[config.mk]
export PLATFORM = sky130hd
export DESIGN_NAME = uart_tx_serializer_flat
export DESIGN_NICKNAME = d
export VERILOG_FILES = /design/src/rtl/uart_pkg.sv /design/src/rtl/uart_tx_serializer_if.sv /design/src/rtl/uart_parity_calc.sv /design/src/rtl/uart_tx_serializer.sv /design/src/flat_wrapper.sv
export SDC_FILE = /design/constraint.sdc
export NUM_CORES = 1
export LEC_CHECK = 0
export BUFFER_PORTS_ARGS = -buffer_cell sky130_fd_sc_hd__buf_2
export CORE_MARGIN = 1.5
export CORE_UTILIZATION = 50
export DETAILED_ROUTE_END_ITERATION = 10
export PLACE_DENSITY_LB_ADDON = 0.12
export SYNTH_ARGS = -nofsm -noshare
export SYNTH_HDL_FRONTEND = slang
export SYNTH_SLANG_ARGS = --single-unit
[constraint.sdc]
create_clock -name CLK -period 2.2 [get_ports CLK]
set_clock_uncertainty 0.2 [all_clocks]
set_input_delay 0.11 -clock CLK [delete_from_list [all_inputs] [get_ports CLK]]
set_output_delay 0.11 -clock CLK [all_outputs]
set_load 0.005 [all_outputs]
[src/rtl/uart_pkg.sv]
// Types and constants shared by the UART TX serializer slice:
// FSM state encoding, parity-type selectors and the default payload width.
package uart_pkg;

    localparam int DEFAULT_DATA_WIDTH = 8;

    localparam logic PAR_EVEN = 1'b0;
    localparam logic PAR_ODD  = 1'b1;

    typedef enum logic [1:0] {
        S_IDLE  = 2'd0,
        S_ARM   = 2'd1,
        S_SHIFT = 2'd2
    } state_t;

endpackage

[src/rtl/uart_tx_serializer_if.sv]
// Handshake bundle between the TX controller (master) and the serializer (slave).
interface uart_tx_serializer_if #(
    parameter int DATA_WIDTH = uart_pkg::DEFAULT_DATA_WIDTH
);
    logic [DATA_WIDTH-1:0] P_DATA;
    logic                  DATA_VALID;
    logic                  busy;
    logic                  ser_en;
    logic                  PAR_EN;
    logic                  PAR_TYP;
    logic                  ser_data;
    logic                  ser_done;
    logic                  par_bit;

    modport master (
        output P_DATA, DATA_VALID, busy, ser_en, PAR_EN, PAR_TYP,
        input  ser_data, ser_done, par_bit
    );

    modport slave (
        input  P_DATA, DATA_VALID, busy, ser_en, PAR_EN, PAR_TYP,
        output ser_data, ser_done, par_bit
    );
endinterface

[src/rtl/uart_parity_calc.sv]
// Frame parity generator: even = XOR-reduce, odd = XNOR-reduce of the payload.
module uart_parity_calc
    import uart_pkg::*;
#(
    parameter int DATA_WIDTH = DEFAULT_DATA_WIDTH
) (
    input  logic [DATA_WIDTH-1:0] data,
    input  logic                  PAR_TYP,
    output logic                  parity
);
    always_comb begin
        parity = ^data;
        if (PAR_TYP == PAR_ODD) begin
            parity = ~^data;
        end
    end
endmodule

[src/rtl/uart_tx_serializer.sv]
// LSB-first payload serializer for the UART transmitter.
// Define UART_TX_SERIALIZER_PARITY_EN to build the parity capture path.
module uart_tx_serializer
    import uart_pkg::*;
#(
    parameter int DATA_WIDTH = DEFAULT_DATA_WIDTH
) (
    input  logic                  CLK,
    input  logic                  RST,
    uart_tx_serializer_if.slave   bus
);
    localparam int CNT_W = (DATA_WIDTH > 1) ? $clog2(DATA_WIDTH) : 1;
    localparam logic [CNT_W-1:0] LAST_IDX = CNT_W'(DATA_WIDTH - 1);

    state_t                state_q;
    logic [DATA_WIDTH-1:0] shreg_q;
    logic [CNT_W-1:0]      cnt_q;
    logic                  load;
    logic                  done;

    assign load         = bus.DATA_VALID & ~bus.busy;
    assign done         = (state_q == S_SHIFT) && (cnt_q == LAST_IDX);
    assign bus.ser_data = shreg_q[0];
    assign bus.ser_done = done;

    // A load wins over ser_en in every state, restarting the frame.
    always_ff @(posedge CLK or negedge RST) begin
        if (!RST) begin
            state_q <= S_IDLE;
            shreg_q <= '0;
            cnt_q   <= '0;
        end else if (load) begin
            state_q <= S_ARM;
            shreg_q <= bus.P_DATA;
            cnt_q   <= '0;
        end else if (bus.ser_en) begin
            case (state_q)
                S_ARM: begin
                    state_q <= S_SHIFT;
                end
                S_SHIFT: begin
                    if (done) begin
                        // Final bit leaves the register untouched so ser_data holds it.
                        state_q <= S_IDLE;
                        cnt_q   <= '0;
                    end else begin
                        shreg_q <= {1'b0, shreg_q[DATA_WIDTH-1:1]};
                        cnt_q   <= cnt_q + 1'b1;
                    end
                end
                default: begin
                    state_q <= state_q;
                end
            endcase
        end
    end

`ifdef UART_TX_SERIALIZER_PARITY_EN
    logic par_calc;
    logic par_q;

    uart_parity_calc #(
        .DATA_WIDTH(DATA_WIDTH)
    ) u_parity (
        .data   (bus.P_DATA),
        .PAR_TYP(bus.PAR_TYP),
        .parity (par_calc)
    );

    always_ff @(posedge CLK or negedge RST) begin
        if (!RST) begin
            par_q <= 1'b0;
        end else if (load) begin
            par_q <= bus.PAR_EN & par_calc;
        end
    end

    assign bus.par_bit = par_q;
`else
    logic unused_par_cfg;
    assign unused_par_cfg = bus.PAR_EN ^ bus.PAR_TYP;
    assign bus.par_bit    = 1'b0;
`endif

endmodule

[src/flat_wrapper.sv]
// flat-port wrapper written by rule: the top's interface ports become plain ports
module uart_tx_serializer_flat import uart_pkg::*;
#(
    parameter int DATA_WIDTH = DEFAULT_DATA_WIDTH
)
  (CLK, RST, bus_P_DATA, bus_DATA_VALID, bus_busy, bus_ser_en, bus_PAR_EN, bus_PAR_TYP, bus_ser_data, bus_ser_done, bus_par_bit);
  uart_tx_serializer_if #(.DATA_WIDTH(DATA_WIDTH)) bus_i ();
  input  logic CLK;
  input  logic RST;
  input wire logic [$bits(bus_i.P_DATA)-1:0] bus_P_DATA;
  input wire logic [$bits(bus_i.DATA_VALID)-1:0] bus_DATA_VALID;
  input wire logic [$bits(bus_i.busy)-1:0] bus_busy;
  input wire logic [$bits(bus_i.ser_en)-1:0] bus_ser_en;
  input wire logic [$bits(bus_i.PAR_EN)-1:0] bus_PAR_EN;
  input wire logic [$bits(bus_i.PAR_TYP)-1:0] bus_PAR_TYP;
  output wire logic [$bits(bus_i.ser_data)-1:0] bus_ser_data;
  output wire logic [$bits(bus_i.ser_done)-1:0] bus_ser_done;
  output wire logic [$bits(bus_i.par_bit)-1:0] bus_par_bit;
  assign bus_i.P_DATA = bus_P_DATA;
  assign bus_i.DATA_VALID = bus_DATA_VALID;
  assign bus_i.busy = bus_busy;
  assign bus_i.ser_en = bus_ser_en;
  assign bus_i.PAR_EN = bus_PAR_EN;
  assign bus_i.PAR_TYP = bus_PAR_TYP;
  assign bus_ser_data = bus_i.ser_data;
  assign bus_ser_done = bus_i.ser_done;
  assign bus_par_bit = bus_i.par_bit;
  uart_tx_serializer #(.DATA_WIDTH(DATA_WIDTH)) u_core (.CLK(CLK), .RST(RST), .bus(bus_i));
endmodule
==> impl_metrics.csv <==
group,metric,value,unit
setup_path,critPathKind,"reg2reg",
setup_path,endpoint,"u_core.shreg_q[2]",
setup_path,r2r_start,"u_core.cnt_q[0]",
clock_tree,clock_sinks,13,
sta,post-route-period-util,0.8729,
hold_path,worstHoldPathType,"in2reg",
synth,synth_cell_types,23,
cells_and_area,nets,103,
clock_tree,clk-insertion-delay-late,270,ps
synth,ys_seq_area_frac,0.4319,
power,clock_power_share,0.157,
sta,rsz0062_at_grt,"false",
clock_tree,clk_pin_slew,80,ps
power,p_total,924.8,µW
setup_path,path_common_cell,"ha_1",
run,cap_violations,0,
setup_path,path_depth,4,
synth,ys_warn_count,0,
power,peakVddDrop,633.5,µV
synth,yosys.area.top_type,"dfrtp_1",
global_route,grt_max_degree,14,
routing,vias_per_cell,5.121,
global_route,grtUsageTotal,0.1985,
cells_and_area,fin_area,949.7,µm²
floorplan,fp.dieW,41.81,µm
clock_tree,cts_buffer_depth,2,
placement,placed_area,823.3,µm²
floorplan,start_util,0.5579,
power,netSwitchingFraction,0.2848,
sta,slew_violations,0,
power,switchingPower,263.4,µW
placement,gp_congestion,0.7236,
setup_path,cp_data_required_time,2160,ps
setup_path,startpoint_type,"flop",
floorplan,die_h,41.81,µm
setup_path,worstPathMaxFanout,8,
floorplan,ioPinCount,18,
setup_path,critPathArrivalTime,1880,ps
setup_path,timing.rr.end,"u_core.shreg_q[2]",
sta,finalCriticalPeriod,1920,ps
sta,holdWs,-0.4054,ps
floorplan,die_area,1748,µm²
sta,setup_viol,0,
global_route,overflow,0,
cells_and_area,drive_above_1_share,0.4048,
cells_and_area,syn2layout_area_growth,26.08,%
routing,first_iter_violations,5,
routing,wire_per_inst,14.01,µm
routing,drt-pass1-iter-count,2,
setup_path,slowest_delay,400,ps
cells_and_area,final_util,0.7034,
cells_and_area,antenna_cells,0,
routing,vias,507,
clock_tree,h-tree-depth,1,
power,power_frac_comb,0.413,
placement,hpwl,881.1,µm
synth,syn_avg_cell_area,12.99,µm²
power,p_per_area,973.9,nW/µm²
sta,fmaxAchievable,520.7,MHz
synth,synth-seq-cells,13,
sta,finalHoldViolCount,1,
routing,wirelength,1387,µm
routing,drc,0,
synth,yosys-top-cells-count,"mux2_4 (14), dfrtp_1 (13), nand2_1 (4)",
sta,finalSetupTns,0,ps
power,p_int,661.5,µW
status,violations,"hold timing",
power,p_leak,0.4979,nW
synth,synth_edf_count,0,
synth,synthCells,58,
global_route,grt_pass1_wl,2573,µm
synth,synth_area_leaders,"dfrtp_1 (43%), mux2_4 (28%), ha_1 (5.0%), o21ai_4 (2.2%), nand2_1 (2.0%)",
synth,netlist.area_leader.share,0.4319,
synth,synth_most_common_cell,"mux2_4",
setup_path,cp.buffers_inverters,0,
synth,synthFlopType,"dfrtp_1",
global_route,grt_pass1_vias,566,
setup_path,timing.critical_path.cells,"ha_1 > ha_1 > o21ai_4 > mux2_4",
status,outcome,"finished, violations left",
power,seqPwrFrac,0.430,
clock_tree,root_buffer,"clkbuf_4",
clock_tree,numCtsBuffers,3,
routing,ant_nets,0,
clock_tree,cts_tree,"yes",
placement,io_buffers,14,
floorplan,num_rows,13,
setup_path,critPathLaunch,"u_core.cnt_q[0]",
floorplan,coreArea,1350,µm²
synth,netlist_area,753.2,µm²
synth,synth.net_count,76,
global_route,antenna_found_initial,0,
setup_path,reg2reg_slack,280,ps
setup_path,path_delay_family,"adder cells",
setup_path,slowest_stage,"dfrtp_1",
synth,synth-async-reset-ratio,1.000,
setup_path,r2r_cells,4,
setup_path,endpoint_kind,"flop",
## worst reg2reg max path: cells and delay by family, from the launching register on
family	cells	cell delay [ps]
flip-flops	1	400
AO/OA/AOI/OAI	1	380
multiplexers	1	340
adder cells (fa/ha/maj)	2	480
## per-layer routing
metal	up-vias	part of all wire	routed length, µm	track usage
li1	250	-	-	-
met5	-	0	0	0
met2	12	0.47	650	0.3156
met1	241	0.48	664	0.2473
met4	0	0.015	21	0.07742
met3	4	0.037	51	0.06522
## worst min-delay path by stage
stage | startpoint | endpoint | cells past startpoint
after global placement | RST | u_core.cnt_q[1] | 1
after floorplan | RST | u_core.cnt_q[0] | 0
after CTS | bus_DATA_VALID | u_core.state_q[0] | 3
final | bus_DATA_VALID | u_core.state_q[0] | 3
after global routing | bus_DATA_VALID | u_core.state_q[0] | 3
after detailed placement | RST | u_core.state_q[0] | 1
## sequential cells by signal, indices dropped and copies added, names as in the netlist
register	cells
u_core.cnt_q	3
u_core.state_q	2
u_core.shreg_q	8
## cells by family after synthesis
logic type	after synthesis	share of synthesized area
buffers and inverters	4	0.03489
other	1	0.004979
DFF	13	0.4319
and+or+nand+nor	16	0.1263
adders and majority gates	3	0.04984
muxes	15	0.2924
AOI/OAI and AO/OA	6	0.05981
## area by class of cell
type,count,area [µm²]
well taps,15,18.77
multi-input cells,41,401.6
repair buffers,24,170.2
flip-flops and latches,13,325.3
clock buffers,4,26.28
fillers,107,400.4
inverters,2,7.507
## cell usage in the layout (no fill, tap or decap)
| cell type | instances |
|---|---|
| dfrtp_1 | 13 |
| nand2_1 | 4 |
| ha_1 | 3 |
| a21oi_1 | 2 |
| o21ai_0 | 2 |
| nand2b_4 | 1 |
| nor2b_1 | 1 |
| or2b_1 | 1 |
| and2_1 | 1 |
| nor2_1 | 3 |
| and2b_1 | 1 |
| o21ai_4 | 1 |
| mux2_4 | 14 |
| conb_1 | 1 |
| mux2i_1 | 1 |
| nand3b_1 | 1 |
| nand4b_1 | 1 |
| a2bb2oi_1 | 1 |
| inv_1 | 2 |
| clkbuf_1 | 1 |
| nand3_1 | 1 |
| dlygate4sd3_1 | 10 |
| buf_2 | 14 |
| clkbuf_4 | 3 |
| nand2_2 | 1 |
## power by group through the flow
stage               Sequential (mW)  Clock, mW  Combinational (mW)
floorplan                     0.385          0               0.310
global placement              0.395          0               0.359
detailed placement            0.402          0               0.370
CTS                           0.398      0.152               0.386
global route                  0.411      0.162               0.433
finish                        0.398      0.146               0.382
## what timing repair did
item                                   CTS  global route
setup endpoints to repair                0             0
buffers inserted                         0             0
gates resized for setup                  0             0
hold buffers                            10             0
endpoints found under the hold margin   23             0
## through the flow
stage                     instances  setup WS (ps)
after floorplan                  58          428.3
after global placement           85          297.7
after detailed placement         85          298.0
after CTS                        99          284.4
after global routing             99          193.8
final                            99          279.5
Note: power is estimated with default switching activity, not from simulation.
